===== src/rtl/alu_seq.sv =====
// Registered, parametrised ALU with a start/busy/done handshake.
// Shift-by-N and multiply run one iteration per clock; all other ops complete at the accepting edge.
module alu_seq #(
  parameter int WIDTH  = 8,
  parameter bit MUL_EN = 1'b1
) (
  input  logic             clk,
  input  logic             rst_n,
  input  logic             start,
  input  logic [3:0]       alu_cmd,
  input  logic [WIDTH-1:0] inA,
  input  logic [WIDTH-1:0] inB,
  input  logic             sc_i,
  output logic             busy,
  output logic             done,
  output logic [WIDTH-1:0] rslt,
  output logic             sc_o,
  output logic             zero,
  output logic             pari,
  output logic             illegal
);
  localparam int LW = $clog2(WIDTH);
  localparam int CW = LW + 1;

  localparam logic [3:0] OP_ADD  = 4'd0;
  localparam logic [3:0] OP_SUB  = 4'd1;
  localparam logic [3:0] OP_AND  = 4'd2;
  localparam logic [3:0] OP_OR   = 4'd3;
  localparam logic [3:0] OP_XOR  = 4'd4;
  localparam logic [3:0] OP_SHL1 = 4'd5;
  localparam logic [3:0] OP_SHR1 = 4'd6;
  localparam logic [3:0] OP_NOT  = 4'd7;
  localparam logic [3:0] OP_SHLN = 4'd8;
  localparam logic [3:0] OP_SHRN = 4'd9;
  localparam logic [3:0] OP_MUL  = 4'd10;

  typedef enum logic {IDLE, RUN} state_t;

  state_t             state;
  logic [3:0]         op_q;
  logic [CW-1:0]      cnt;
  logic [2*WIDTH-1:0] work;
  logic [WIDTH-1:0]   mcand;

  logic [WIDTH:0]     add_sum, sub_sum;
  logic [LW-1:0]      shamt;
  logic [WIDTH-1:0]   c_res;
  logic               c_sc, c_ill, c_multi;
  logic [CW-1:0]      c_k;

  assign add_sum = {1'b0, inA} + {1'b0, inB}  + {{WIDTH{1'b0}}, sc_i};
  assign sub_sum = {1'b0, inA} + {1'b0, ~inB} + {{WIDTH{1'b0}}, sc_i};
  assign shamt   = inB[LW-1:0];

  // Decode at the accepting edge: single-cycle result, or iteration count for multi-cycle ops
  always_comb begin
    c_res   = '0;
    c_sc    = 1'b0;
    c_ill   = 1'b0;
    c_multi = 1'b0;
    c_k     = '0;
    case (alu_cmd)
      OP_ADD:  {c_sc, c_res} = add_sum;
      OP_SUB:  {c_sc, c_res} = sub_sum;
      OP_AND:  c_res = inA & inB;
      OP_OR:   c_res = inA | inB;
      OP_XOR:  c_res = inA ^ inB;
      OP_SHL1: begin c_res = {inA[WIDTH-2:0], sc_i}; c_sc = inA[WIDTH-1]; end
      OP_SHR1: begin c_res = {sc_i, inA[WIDTH-1:1]}; c_sc = inA[0]; end
      OP_NOT:  c_res = ~inA;
      OP_SHLN, OP_SHRN: begin
        if (shamt == '0) c_res = inA;
        else begin
          c_multi = 1'b1;
          c_k     = {1'b0, shamt};
        end
      end
      OP_MUL: begin
        if (MUL_EN) begin
          c_multi = 1'b1;
          c_k     = CW'(WIDTH);
        end else c_ill = 1'b1;
      end
      default: c_ill = 1'b1;
    endcase
  end

  // One iteration; the multiplier keeps {partial product, remaining multiplier bits} in work
  logic [WIDTH:0]     mul_sum;
  logic [2*WIDTH-1:0] it_next;
  logic [WIDTH-1:0]   it_res;
  logic               it_sc;

  assign mul_sum = {1'b0, work[2*WIDTH-1:WIDTH]} + (work[0] ? {1'b0, mcand} : '0);

  always_comb begin
    it_next = {mul_sum, work[WIDTH-1:1]};
    it_res  = it_next[WIDTH-1:0];
    it_sc   = |it_next[2*WIDTH-1:WIDTH];
    case (op_q)
      OP_SHLN: begin
        it_next = {{WIDTH{1'b0}}, work[WIDTH-2:0], 1'b0};
        it_res  = it_next[WIDTH-1:0];
        it_sc   = work[WIDTH-1];
      end
      OP_SHRN: begin
        it_next = {{WIDTH{1'b0}}, 1'b0, work[WIDTH-1:1]};
        it_res  = it_next[WIDTH-1:0];
        it_sc   = work[0];
      end
      default: ;
    endcase
  end

  logic             accept, run_last, fin_en, fin_sc, fin_ill;
  logic [WIDTH-1:0] fin_res;

  assign accept   = (state == IDLE) && start;
  assign run_last = (state == RUN) && (cnt == CW'(1));
  assign fin_en   = (accept && !c_multi) || run_last;
  assign fin_res  = (state == RUN) ? it_res : c_res;
  assign fin_sc   = (state == RUN) ? it_sc  : c_sc;
  assign fin_ill  = (state == RUN) ? 1'b0   : c_ill;

  always_ff @(posedge clk or negedge rst_n) begin
    if (!rst_n) begin
      state   <= IDLE;
      busy    <= 1'b0;
      done    <= 1'b0;
      rslt    <= '0;
      sc_o    <= 1'b0;
      zero    <= 1'b1;
      pari    <= 1'b0;
      illegal <= 1'b0;
      op_q    <= '0;
      cnt     <= '0;
      work    <= '0;
      mcand   <= '0;
    end else begin
      done <= fin_en;
      if (fin_en) begin
        rslt    <= fin_res;
        sc_o    <= fin_sc;
        zero    <= (fin_res == '0);
        pari    <= ^fin_res;
        illegal <= fin_ill;
      end
      case (state)
        IDLE: begin
          if (accept && c_multi) begin
            state <= RUN;
            busy  <= 1'b1;
            op_q  <= alu_cmd;
            cnt   <= c_k;
            mcand <= inA;
            work  <= (alu_cmd == OP_MUL) ? {{WIDTH{1'b0}}, inB} : {{WIDTH{1'b0}}, inA};
          end
        end
        RUN: begin
          work <= it_next;
          cnt  <= cnt - CW'(1);
          if (cnt == CW'(1)) begin
            state <= IDLE;
            busy  <= 1'b0;
          end
        end
        default: state <= IDLE;
      endcase
    end
  end
endmodule


===== config.mk =====
export PLATFORM = sky130hd
export DESIGN_NAME = alu_seq
export DESIGN_NICKNAME = d
export VERILOG_FILES = /design/src/rtl/alu_seq.sv
export SDC_FILE = /design/constraint.sdc
export NUM_CORES = 1
export LEC_CHECK = 0
export ABC_AREA = 1
export BUFFER_PORTS_ARGS = -buffer_cell sky130_fd_sc_hd__buf_2
export CAP_MARGIN = 20
export CORE_AREA = 2 2 135 137
export CTS_BUF_LIST = sky130_fd_sc_hd__clkbuf_16
export CTS_CLUSTER_DIAMETER = 60
export DETAILED_ROUTE_END_ITERATION = 8
export DIE_AREA = 0 0 137 139
export GPL_ROUTABILITY_DRIVEN = 0
export PLACE_DENSITY = 0.48
export SYNTH_ARGS = -nofsm -noshare
export SYNTH_HDL_FRONTEND = slang
export SYNTH_SLANG_ARGS = --single-unit

===== constraint.sdc =====
create_clock -name clk -period 2.9 [get_ports clk]
set_clock_uncertainty 0.1 [all_clocks]
set_input_delay 0.145 -clock clk [delete_from_list [all_inputs] [get_ports clk]]
set_output_delay 0.145 -clock clk [all_outputs]
set_load 0.01 [all_outputs]

==> key figures, run 1 <==
Detailed routing
  • DRT antenna net count: 0
  • Routed vias/inst: between 4 and 5
  • Post-route DRC: 0
  • Post-Route WL: 13450 µm
  • First-pass iteration count of the detailed router: 5
  • First DRT Iteration DRCs: 290
  • Routed vias: around 4300
  • Per-cell routed wire length: about 14 µm

Min path
  • Hold path start: alu_cmd[3]
  • Worst hold path class: in -> reg

Global route
  • Largest net degree at the start of global routing: 30
  • Total gr overflow: 0
  • Vias in the first global route: 4289
  • GRT Overall Usage: 0.1480
  • First-pass GRT wire length: 22310 µm
  • Antenna violations before repair: 0

Worst setup path
  • Required time of the critical path: around 3.0 ns
  • Crit path from: inA[0]
  • R2R cell count: 13
  • CP endpoint kind: flip-flop
  • Crit path DAT: 2.63 ns
  • Reg-to-reg endpoint: pari$_DFFE_PN0P_
  • CP Capture Point: pari$_DFFE_PN0P_
  • Crit path max fanout: 3
  • Startpoint types: input pin
  • Reg2Reg Setup Slack: 0.50 ns
  • Crit Path Class: in -> reg
  • Worst reg2reg path startpoint: op_q[1]$_DFFE_PN0P_

Die
  • IO Count: 38
  • Die area: 19040 µm²
  • Starting density of the core: 0.2447
  • Core ar.: 17660 µm²
  • Row count: 49
  • Die H: approximately 140 µm
  • Die width: 137 µm

Clock network
  • Post-CTS setup buffers: 0
  • # hold bufs at CTS: 1
  • # H-tree levels: 2
  • CTS Buf Count: 5
  • Clock sinks: 47
  • CTS tree: done
  • Clk root buf: clkbuf_16
  • Clock latency on the worst-skew pair: 0.29 ns
  • Clock-pin slew on the worst setup and hold paths: 0.06 ns
  • Bufs on Longest Clock Path: 2
  • Post_cts resized: 0

Place
  • Dpl cells: 946
  • Port Buffer Count: 37
  • Setup WS pre-CTS: just over 0.03 ns
  • Area after DPL: 4961 µm²
  • Hpwl dp: ~11000 µm

Synth
  • FF+latch count, synth: 47
  • Top_reg_cell synth: dfrtp_1
  • Synth Cell Area: around 4300 µm²
  • Distinct cells, synth: 40
  • Syn Inst Count: 663
  • Yosys warns: 0
  • Mapped Nets: ~730
  • Post-synthesis sequential area ratio: 0.2725
  • Asr flop ratio synth: 1.000
  • EDFF count, synth: 0
  • Synthesized area per cell: between 6 and 7 µm²

Final layout
  • Antenna diode count: 0
  • Commonest cells after routing, fill and taps aside: nand2_1, inv_1, nor2_1
  • Area of the multi-input gates: 2654 µm²
  • Final Util: 0.2905
  • Share of cells above drive strength 1: 0.1297
  • Post-route cell area: around 5100 µm²
  • Final nets: 791
  • Commonest non-fill, non-tap cell in the layout: nand2_1
  • Fillers: 1999
  • Layout overhead on the synthesized area: 18.74%
  • Register area: 1177 µm²
  • Non-Filler Instances: 954

Outcome
  • Status: complete, no violations

Pwr
  • LEAKAGE: 2.832 nW
  • Total Power: 3.896 mW
  • Worst ir drop on vdd: 373.7 µV
  • PD cells: 759.5 nW/µm²

STA
  • Final min period: between 2 and 3 ns
  • Slew margin rel.: 0.5611
  • Post-route clock period utilization: 0.8814
  • Setup TNS: 0 ns
  • RSZ-0062 raised after global routing: false
  • Worst slew pin tran: between 0.6 and 0.7 ns
  • Worst hold margin: 0.1088 ns
  • Final-report setup violation count: 0
  • Final Hold Viols: 0
  • Max Slew Vio Count: 0
  • FMAX: 391.2 MHz
  • Setup ws final: ~0.34 ns

Run
  • Maxcap violations: 0
[cells in the mapped netlist (all sizes together), types with 3 or more instances]
| library cell | n | area (µm²) |
|---|---|---|
| o21ai | 38 | 190.2 |
| a21oi | 17 | 96.35 |
| nand4 | 19 | 118.9 |
| ha | 37 | 462.9 |
| nor2 | 64 | 271.5 |
| a31oi | 7 | 43.79 |
| inv | 108 | 410.4 |
| dfrtp | 46 | 1151 |
| or2 | 4 | 25.03 |
| buf | 7 | 41.29 |
| xnor2 | 4 | 35.03 |
| nor3 | 5 | 25.02 |
| fa | 5 | 100.1 |
| clkbuf | 8 | 30.03 |
| nand2 | 217 | 839.6 |
| o22ai | 3 | 18.77 |
| o211ai | 6 | 45.04 |
| a22o | 4 | 35.03 |
| nand3 | 47 | 235.2 |
[where the power goes]
group / internal, mW / total [mW] / switching [mW]
clock network: 0.399 / 0.634 / 0.235
registers: 0.950 / 1.14 / 0.187
logic: 0.857 / 2.13 / 1.27
total: 2.21 / 3.90 / 1.69
[cell type report]
class	instances	area share
clock inverter	2	0.006585
sequential	47	0.2295
timing repair buffer	70	0.08488
clock buffer	5	0.02439
multi-input combinational	491	0.5173
inverter	110	0.08146
tap	229	0.05585
[critical path, stage by stage]
cell and delay, ns:
buf_2 0.09, inv_1 0.08, fa_1 0.48, fa_1 0.40, inv_1 0.12, nand4_1 0.14, nand4_1 0.11, nand3_1 0.09
nand3_1 0.10, nand2_1 0.05, nand2_1 0.07, inv_1 0.05, ha_1 0.29, xnor2_1 0.18, xnor2_1 0.14, o21ai_0 0.09
[metal layers]
metal,vias up,global-route usage,routed length [µm]
li1,2235,-,-
met1,1978,0.1952,6195
met2,65,0.2587,6764
met3,10,0.008406,290
met4,0,0.04232,199
met5,-,0,0
[how the worst min path moves through the flow]
| stage | depth (start not counted) | end | slack (ns) |
|---|---|---|---|
| floorplan | 0 | busy$_DFFE_PN0P_ | -0.25 |
| global placement | 1 | illegal$_DFFE_PN0P_ | 0.12 |
| detailed placement | 1 | illegal$_DFFE_PN0P_ | 0.12 |
| CTS | 3 | illegal$_DFFE_PN0P_ | 0.11 |
| global route | 3 | cnt[1]$_DFFE_PN0P_ | 0.13 |
| finish | 3 | illegal$_DFFE_PN0P_ | 0.11 |
[sequential cells by signal, summed over array words and instances (netlist names)]
signal   flops
work        16
cnt          4
illegal      1
pari         1
sc_o         1
mcand        8
done         1
busy         1
zero         1
op_q         4
state        1
rslt         8
[cell families after synthesis]
family / Yosys count / share of synthesized area
buf+inv: 125 / 0.1132
flops: 47 / 0.2725
compound gates: 86 / 0.1196
simple gates: 357 / 0.3522
xor+xnor: 6 / 0.01216
fa+ha+maj: 42 / 0.1303
No activity file was read; power rests on OpenSTA's default activity.
==> inputs of run 2 (changes only) <==
==> constraint.sdc (replaced) <==
create_clock -name clk -period 2.9 [get_ports clk]
set_clock_uncertainty 0.1 [all_clocks]
set_input_delay 0.58 -clock clk [delete_from_list [all_inputs] [get_ports clk]]
set_output_delay 0.58 -clock clk [all_outputs]
set_load 0.01 [all_outputs]
==> run 2 against run 1 <==
  * Worst hold slack better by 0.11 ns
  * Non-clock buffer count increased by 37
  * Sequential share of layout area fell by 1.4 points
  * Global-route usage rose by 0.16 points
  * Die area unchanged
  * Critical endpoint unchanged
==> key figures, run 2 (same netlist as run 1, synthesis figures left out) <==
Outcome
  • Status: complete, no violations

Die
  • Core ar.: 17660 µm² (unchanged)
  • Die area: 19040 µm² (unchanged)
  • Die H: 139 µm (unchanged)
  • Die width: 137 µm (unchanged)
  • Row count: 49 (unchanged)
  • IO Count: 38 (unchanged)
  • Starting density of the core: 0.2447 (unchanged)

Clock network
  • Clk root buf: clkbuf_16
  • Clock latency on the worst-skew pair: 0.29 ns (about the same)
  • Clock sinks: 47 (unchanged)
  • Clock-pin slew on the worst setup and hold paths: 0.07 ns (about the same)
  • # H-tree levels: 2 (unchanged)
  • # hold bufs at CTS: 0 (-1)
  • Bufs on Longest Clock Path: 2 (unchanged)
  • CTS Buf Count: 5 (unchanged)
  • CTS tree: done

Global route
  • Total gr overflow: 0 (unchanged)
  • Vias in the first global route: 4407 (+2.8%)
  • Antenna violations before repair: 0 (unchanged)
  • First-pass GRT wire length: 22500 µm (+0.87%)
  • GRT Overall Usage: 0.1496 (+0.001623)
  • Largest net degree at the start of global routing: 30 (unchanged)

STA
  • FMAX: 357.7 MHz (-8.6%)
  • Post-route clock period utilization: 0.9640 (+0.08261)
  • Final-report setup violation count: 0 (unchanged)
  • Final Hold Viols: 0 (unchanged)
  • Slew margin rel.: 0.5509 (-0.01023)
  • Final min period: 2.796 ns (+0.2396 ns)
  • Max Slew Vio Count: 0 (unchanged)
  • Worst slew pin tran: 0.6737 ns (+0.01534 ns)
  • RSZ-0062 raised after global routing: true

Detailed routing
  • Post-route DRC: 0 (unchanged)
  • Routed vias/inst: 4.423 (-1.6%)
  • Routed vias: 4388 (+2.3%)
  • Per-cell routed wire length: 13.75 µm (-2.5%)
  • First-pass iteration count of the detailed router: 4 (-1)
  • Post-Route WL: 13640 µm (+1.4%)
  • First DRT Iteration DRCs: 178 (-39%)
  • DRT antenna net count: 0 (unchanged)

Worst setup path
  • Crit Path Class: in -> reg
  • Crit path max fanout: 3 (unchanged)
  • Startpoint types: input pin
  • Required time of the critical path: 2.98 ns (about the same)
  • CP endpoint kind: flip-flop
  • Worst reg2reg path startpoint: work[0]$_DFFE_PN0P_
  • Crit path DAT: 2.88 ns (+0.25 ns)
  • Crit path from: inA[0]

Pwr
  • Sw Ratio: 0.4406 (+0.006595)
  • PD cells: 732.3 nW/µm² (-3.6%)
  • Clock Power Share: 0.140 (-0.023)
  • Seq pwr share: 0.290 (-0.002)
  • Internal Dissipation: 2.238 mW (+1.5%)
  • Worst ir drop on vdd: 250.2 µV (-33%)
  • LEAKAGE: 3.011 nW (+6.3%)
  • Combinational share of power: 0.570 (+0.024)
  • Switch Pwr: 1.762 mW (+4.2%)

Final layout
  • Share of cells above drive strength 1: 0.1979 (+0.06825)
  • Final nets: 828 (+4.7%)
  • Fillers: 2025 (+1.3%)
  • Largest Register: work
  • Post-route cell area: 5463 µm² (+6.5%)
  • Number of flip-flops in the largest register: 16 (unchanged)
  • Commonest cells after routing, fill and taps aside: nand2_1, inv_1, buf_4
  • Regs by FF count: work: 16 flops, mcand: 8 flops, rslt: 8 flops
  • Antenna diode count: 0 (unchanged)
  • Layout overhead on the synthesized area: 26.44%
  • Commonest non-fill, non-tap cell in the layout: nand2_1
  • Non-Filler Instances: 992 (+4.0%)

Place
  • Port Buffer Count: 37 (unchanged)
  • Dpl cells: 982 (+3.8%)
  • Hpwl dp: 11170 µm (+2.3%)
  • Area after DPL: 5253 µm² (+5.9%)

Run
  • Maxcap violations: 0 (unchanged)

Min path
  • Worst hold path class: in -> async
==> run 2: area by class of cell <==
type                    instances  area (µm²)  area share
multi-input cells             491        2704      0.4950
clock buffers                   5       125.1     0.02290
flip-flops and latches         47        1177      0.2155
repair buffers                107       733.2      0.1342
clock inverters                 3       15.01    0.002749
well taps                     229       286.5     0.05245
inverters                     110       421.7     0.07719
==> run 2: final timing paths <==
kind / slack, ns / endpoint / cells after the start
worst min register to register: 0.37 / rslt[7]$_DFFE_PN0P_ / 2
worst max-delay path: 0.10 / pari$_DFFE_PN0P_ / 13
min in group clk: 0.37 / rslt[7]$_DFFE_PN0P_ / 2
max in group asynchronous: 1.79 / zero$_DFFE_PN1P_ / 2
worst min-delay path: 0.22 / cnt[0]$_DFFE_PN0P_ / 1
worst max register to register: 0.50 / sc_o$_DFFE_PN0P_ / 14
==> run 2: power groups by stage <==
stage / clock network [mW] / registers [mW] / logic, mW
after floorplan: 0 / 1.14 / 1.45
after global placement: 0 / 1.18 / 2.20
after detailed placement: 0 / 1.17 / 2.20
after CTS: 0.578 / 1.17 / 2.21
after global routing: 0.601 / 1.20 / 2.62
final: 0.560 / 1.16 / 2.28
==> run 2: worst max-delay path, stage by stage <==
cell and delay [ns]:
buf_8 0.08, clkinvlp_4 0.11, fa_2 0.41, fa_2 0.45, or2_2 0.30, nand4_1 0.09
nand2_1 0.06, nand2_1 0.09, inv_1 0.05, ha_1 0.28, xnor2_1 0.17, xnor2_1 0.14
o21ai_1 0.07
==> run 2: repair_timing <==
item / 4_1_cts / 5_1_grt
setup endpoints to repair: 0 / 1
resized for setup: 0 / 18
buffers inserted: 0 / 2
==> run 2: stage by stage <==
| step | util | TNS, ns | worst slack (ns) | hold slack (ns) | total power [mW] |
|---|---|---|---|---|---|
| final | 0.3094 | 0 | 0.1044 | 0.2163 | 4.000 |
| after global routing | 0.3094 | -0.06277 | -0.06277 | 0.2792 | 4.424 |
| after CTS | 0.3054 | 0 | 0.04768 | 0.2431 | 3.952 |
| after detailed placement | 0.2975 | -0.2623 | -0.2623 | 0.3629 | 3.372 |
| after global placement | 0.2975 | -0.2357 | -0.2357 | 0.3561 | 3.375 |
| after floorplan | - | 0 | 0.005886 | 0.1844 | 2.588 |
==> run 2: routing by layer <==
metal | vias to the layer above | GRT usage | part of all wire
li1 | 2316 | - | -
met3 | 13 | 0.009868 | 0.016
met2 | 51 | 0.2632 | 0.49
met4 | 0 | 0.04829 | 0.023
met1 | 2008 | 0.1928 | 0.47
met5 | - | 0 | 0
